### src/rtl/simple_bus_reg_target.sv
// simple_bus_reg_target: SimpleBus responder backed by a byte-wide register bank.
// Claims page BASE_UPPER; a read answers RD_WAIT cycles after its read-sample
// edge, a write commits when the initiator raises dataValid or aborts after
// WR_TIMEOUT cycles. Split (tristate-free) outputs with separate enables.
// Optional build macro SIMPLE_BUS_TGT_STATS_EN adds saturating transaction counters.
module simple_bus_reg_target #(
  parameter logic [7:0] BASE_UPPER = 8'h04,
  parameter int         DEPTH      = 32,
  parameter int         RD_WAIT    = 3,
  parameter int         WR_TIMEOUT = 7
) (
  input  logic                     clock,
  input  logic                     reset,
  input  logic                     start,
  input  logic                     read,
  input  logic [7:0]               address,
  input  logic [7:0]               data_in,
  input  logic                     dv_in,
  output logic [7:0]               data_out,
  output logic                     data_oe,
  output logic                     dv_out,
  output logic                     dv_oe,
  input  logic                     lcl_we,
  input  logic [$clog2(DEPTH)-1:0] lcl_addr,
  input  logic [7:0]               lcl_wdata,
`ifdef SIMPLE_BUS_TGT_STATS_EN
  output logic [15:0]              rd_count,
  output logic [15:0]              wr_count,
  output logic [7:0]               to_count,
`endif
  output logic                     wr_timeout_pulse
);

  localparam int         IW       = $clog2(DEPTH);
  localparam logic [8:0] DEPTH_W  = 9'(DEPTH);
  localparam int         SKIP_CYC = 10;

  if (RD_WAIT < 2 || RD_WAIT > 10) begin : g_bad_rd_wait
    $error("simple_bus_reg_target: RD_WAIT must be 2..10");
  end
  if (WR_TIMEOUT < 2 || WR_TIMEOUT > 255) begin : g_bad_wr_timeout
    $error("simple_bus_reg_target: WR_TIMEOUT must be 2..255");
  end
  if (DEPTH < 2 || DEPTH > 256 || (1 << IW) != DEPTH) begin : g_bad_depth
    $error("simple_bus_reg_target: DEPTH must be a power of 2 in 2..256");
  end

  typedef enum logic [2:0] {S_IDLE, S_ADDR, S_RD_WAIT, S_WR_WAIT, S_SKIP} state_t;

  state_t        r_state, w_nstate;
  logic [7:0]    r_cnt, w_ncnt;
  logic          r_sel;
  logic [IW-1:0] r_idx;
  logic [7:0]    r_mem [DEPTH];
  logic          r_to_pulse;
  logic          w_bus_we, w_to, w_drive, w_lo_ok;

  // Bus drive comes purely from registered state, so the enables cannot glitch.
  assign w_drive = (r_state == S_RD_WAIT) && (r_cnt == 8'd0);
  assign w_lo_ok = {1'b0, address} < DEPTH_W;

  assign data_oe          = w_drive;
  assign dv_oe            = w_drive;
  assign dv_out           = w_drive;
  assign data_out         = w_drive ? r_mem[r_idx] : 8'h00;
  assign wr_timeout_pulse = r_to_pulse;

  // Next-state, counter reload and write/abort decode.
  always_comb begin
    w_nstate = r_state;
    w_ncnt   = r_cnt;
    w_bus_we = 1'b0;
    w_to     = 1'b0;
    case (r_state)
      S_IDLE: if (start) w_nstate = S_ADDR;
      S_ADDR: begin
        if (r_sel && w_lo_ok) begin
          if (read) begin
            w_nstate = S_RD_WAIT;
            w_ncnt   = 8'(RD_WAIT - 1);
          end else begin
            w_nstate = S_WR_WAIT;
            w_ncnt   = 8'(WR_TIMEOUT);
          end
        end else begin
          w_nstate = S_SKIP;
          w_ncnt   = 8'(SKIP_CYC - 1);
        end
      end
      S_RD_WAIT: begin
        if (r_cnt == 8'd0) w_nstate = S_IDLE;
        else               w_ncnt   = r_cnt - 8'd1;
      end
      S_WR_WAIT: begin
        if (dv_in) begin
          w_bus_we = 1'b1;
          w_nstate = S_IDLE;
        end else if (r_cnt == 8'd0) begin
          w_to     = 1'b1;
          w_nstate = S_IDLE;
        end else begin
          w_ncnt   = r_cnt - 8'd1;
        end
      end
      S_SKIP: begin
        // Leave when someone else completes, or give up so a dead bus cannot hang us.
        if (dv_in || r_cnt == 8'd0) w_nstate = S_IDLE;
        else                        w_ncnt   = r_cnt - 8'd1;
      end
      default: w_nstate = S_IDLE;
    endcase
  end

  // State, counter, address latches and timeout pulse.
  always_ff @(posedge clock) begin
    if (reset) begin
      r_state    <= S_IDLE;
      r_cnt      <= 8'd0;
      r_sel      <= 1'b0;
      r_idx      <= '0;
      r_to_pulse <= 1'b0;
    end else begin
      r_state    <= w_nstate;
      r_cnt      <= w_ncnt;
      r_to_pulse <= w_to;
      if (r_state == S_IDLE && start) r_sel <= (address == BASE_UPPER);
      if (r_state == S_ADDR)          r_idx <= address[IW-1:0];
    end
  end

  // Register bank; the bus write is applied last so it wins an index collision.
  always_ff @(posedge clock) begin
    if (reset) begin
      for (int i = 0; i < DEPTH; i++) r_mem[i] <= 8'h00;
    end else begin
      if (lcl_we)   r_mem[lcl_addr] <= lcl_wdata;
      if (w_bus_we) r_mem[r_idx]    <= data_in;
    end
  end

`ifdef SIMPLE_BUS_TGT_STATS_EN
  // Saturating completion counters.
  always_ff @(posedge clock) begin
    if (reset) begin
      rd_count <= 16'd0;
      wr_count <= 16'd0;
      to_count <= 8'd0;
    end else begin
      if (w_drive  && rd_count != 16'hFFFF) rd_count <= rd_count + 16'd1;
      if (w_bus_we && wr_count != 16'hFFFF) wr_count <= wr_count + 16'd1;
      if (w_to     && to_count != 8'hFF)    to_count <= to_count + 8'd1;
    end
  end
`endif

endmodule

### config.mk
export PLATFORM = sky130hd
export DESIGN_NAME = simple_bus_reg_target
export DESIGN_NICKNAME = d
export VERILOG_FILES = /design/src/rtl/simple_bus_reg_target.sv
export SDC_FILE = /design/constraint.sdc
export NUM_CORES = 1
export LEC_CHECK = 0
export CAP_MARGIN = 20
export CORE_MARGIN = 8
export CORE_UTILIZATION = 55
export CTS_BUF_LIST = sky130_fd_sc_hd__clkbuf_8
export CTS_CLUSTER_SIZE = 30
export DETAILED_ROUTE_END_ITERATION = 12
export PLACE_DENSITY = 0.72
export RECOVER_POWER = 25
export SKIP_LAST_GASP = 1
export SLEW_MARGIN = 20
export SYNTH_ARGS = -nofsm -noshare
export SYNTH_HDL_FRONTEND = slang
export SYNTH_SLANG_ARGS = --single-unit
### constraint.sdc
create_clock -name clock -period 2.75 [get_ports clock]
set_clock_uncertainty 0.1 [all_clocks]
set_input_delay 0.4125 -clock clock [delete_from_list [all_inputs] [get_ports clock]]
set_output_delay 0.4125 -clock clock [all_outputs]
set_load 0.005 [all_outputs]
==> impl_metrics.yaml <==
timing:
  worst_slew_pin_slew_ns: 0.857
  finalSetupViolations: 8
  setup_slack_ns: -0.235
  relSlewSlack: 0.428
  holdWs_ns: 0.214
  fin_setup_tns_ns: -1.64
  min_period_over_period: 1.09
  hold_viol: 0
  slew_violations: 0
  period_needed_ns: 2.99
  fmax_mhz: 335
  rsz0062_at_grt: "true"
critical_path:
  start_kind: "flop"
  path_max_fanout: 13
  ff2ff_setup_slack_ns: 0.21
  reg2reg_to: "r_mem[4][6]"
  crit_arrival_ns: 2.47
  critPathKind: "reg2out"
  rr_startpoint: "r_state[2]"
  r2r_cells: 6
  critPathCaptureType: "output port"
  critPathRequiredTime_ns: 2.24
routing:
  wire_per_inst_um: 26.5
  first_pass_iters: 7
  drc: 0
  viasPerCell: 6.70
  ant_nets: 0
  dr_total_vias: 13500
  drt_iter0_markers: 1792
  drt_wl_total_um: 53300
placement:
  placed_cell_area_um2: 17900
  dp_slack_ns: -0.0384
  hpwl_um: 35400
  place_inst: 1917
  numPortBuffers: 46
  gp_routability_congestion: 1.00
synthesis:
  synth_xor_area_frac: 0
  ys_seq_area_frac: 0.509
  yosys.area.top_type_share: 0.480
  synth_cells: 1466
  synth_compound_area_frac: 0.0830
  yosysWarningCount: 0
  synth_area_leaders: "edfxtp_1 (48%), mux4_2 (9.0%), mux2i_1 (8.1%)"
  synth_top_family_by_area: "simple AND/OR/NAND/NOR gates"
  synth_fp_nets: 1503
  synth_edf_count: 256
  yosys.area.top_type: "edfxtp_1"
  synth_mux_area_frac: 0.176
  ys_ff_latch: 279
  synth_area_um2: 16000
  synthArstFlopShare: 0
  yosys.area_share.simple: 0.186
  synth_fa_ha_area_frac: 0.00156
  syn-mean-instance-area_um2: 10.9
  synth_flop_cell: "edfxtp_1"
  ys_types: 63
die:
  io_pins: 47
  die_h_um: 187
  die_x_um: 187
  row_count: 62
  dieArea_um2: 34800
  coreArea_um2: 28700
  initial_core_util: 0.558
clock_tree:
  numCtsBuffers: 47
  clk_latency_ns: 0.57
  cts_tree: "built"
  cts.sinks: 279
  cts.clk_slew.worst_paths_ns: 0.06
  clk_path_buf_depth: 3
  htreeDepth: 2
  cts-root-buf: "clkbuf_8"
min_path:
  whs_endpoint: "r_sel"
  min_from: "reset"
  hold_class: "in2reg"
  whs_path_depth: 3
pwr:
  peakVddDrop_v: 0.000339
  power.density_nw_per_um2: 534
  power_mw: 10.3
  p_leak_nw: 6.34
finish:
  area_delta_synth_final_pct: 20.8
  final_common_cell: "edfxtp_1"
  regArea_um2: 8150
  final_util: 0.674
  fin_cells: 2009
  multi_input_area_um2: 7620
  final_cell_mix: "edfxtp_1 (256), nand2_1 (233), nand3_1 (169)"
  nNetsFinal: 1627
  finalInstanceArea_um2: 19300
  antenna_cells: 0
  fillerInstances: 2108
  layout-drive-gt1-share: 0.258
global_route:
  grt-ovfl-total: 0
  grt_max_degree: 37
  grt_pass1_vias: 13000
  grt_first_pass_wirelength_um: 79100
  grtUsageTotal: 0.297
  antenna_found_initial: 1
job:
  drv_cap: 0
outcome:
  status: "finished with violations"
  failed_checks: "setup timing"
==> state kept, by name, indices dropped and copies added, names as in the netlist, named ones only <==
register          flops
r_mem               256
r_cnt                 8
r_idx                 5
r_state               3
r_sel                 1
wr_timeout_pulse      1
==> power by group <==
part           switching, mW  leakage, nW  internal, mW  total (mW)
sequential             0.135         2.62          4.87        5.00
clock                   1.75        0.506          1.96        3.71
combinational          0.924         3.21         0.681        1.61
==> layer usage <==
| metal | vias to the layer above | global-route usage | part of all wire |
|---|---|---|---|
| li1 | 5747 | - | - |
| met1 | 6371 | 0.383 | 0.35 |
| met2 | 1084 | 0.451 | 0.44 |
| met3 | 247 | 0.0759 | 0.14 |
| met4 | 2 | 0.170 | 0.066 |
| met5 | - | 0 | 0.00021 |
==> final cells by class <==
class,count,share of cell area
timing repair buffer,228,0.110
multi-input combinational,1020,0.394
clock buffer,50,0.0356
tap,384,0.0248
sequential,279,0.422
inverter,14,0.00272
clock inverter,34,0.0115
==> critical path, cell delays in order (launching register included) <==
cell,delay [ns]
dfxtp_4,0.38
buf_12,0.13
buf_16,0.15
mux4_2,0.54
mux2i_2,0.28
mux2i_4,0.13
o2bb2ai_4,0.15
buf_2,0.14
==> Yosys cell counts (4+ instances only) <==
library cell / instances
or3_1: 33
edfxtp_1: 256
nand4_1: 6
nand2_1: 233
buf_1: 7
dfxtp_1: 23
nor2b_1: 6
nor2_4: 5
nand3_1: 169
inv_1: 13
and2_0: 8
a31oi_1: 5
o2bb2ai_1: 9
mux4_2: 64
a211o_1: 4
a21oi_1: 9
nor2_1: 33
a31o_2: 16
nor2_2: 7
buf_2: 18
and2_1: 4
mux2i_1: 129
nor3_1: 34
nand2b_1: 10
buf_6: 5
mux2_2: 8
clkbuf_1: 120
nor4_1: 4
o211ai_1: 12
o21ai_0: 156
nor3b_1: 5
==> what timing repair did <==
item,4_1_cts,5_1_grt
gates cloned,4,0
setup buffers,9,0
hold buffers,0,0
setup endpoints to repair,11,8
resized for setup,105,15
pin swaps,7,0
==> how the worst max path moves through the flow <==
stage                  endpoint  slack, ns  cells past startpoint
floorplan           r_mem[3][0]       0.40                      6
global placement    data_out[7]      -0.05                      7
detailed placement  data_out[0]      -0.04                      6
CTS                 data_out[3]      -0.25                      9
global route        data_out[7]      -0.30                      7
finish              data_out[7]      -0.24                      7
==> logic make-up (layout without fill, tap and decap cells) <==
| logic type | count (synthesis) | after routing |
|---|---|---|
| AO/OA/AOI/OAI | 226 | 226 |
| adder cells (fa/ha/maj) | 2 | 2 |
| buffers and inverters | 167 | 326 |
| flip-flops | 279 | 279 |
| multiplexers | 201 | 201 |
| AND/OR/NAND/NOR | 591 | 591 |
(Power assumes the default switching activity.)
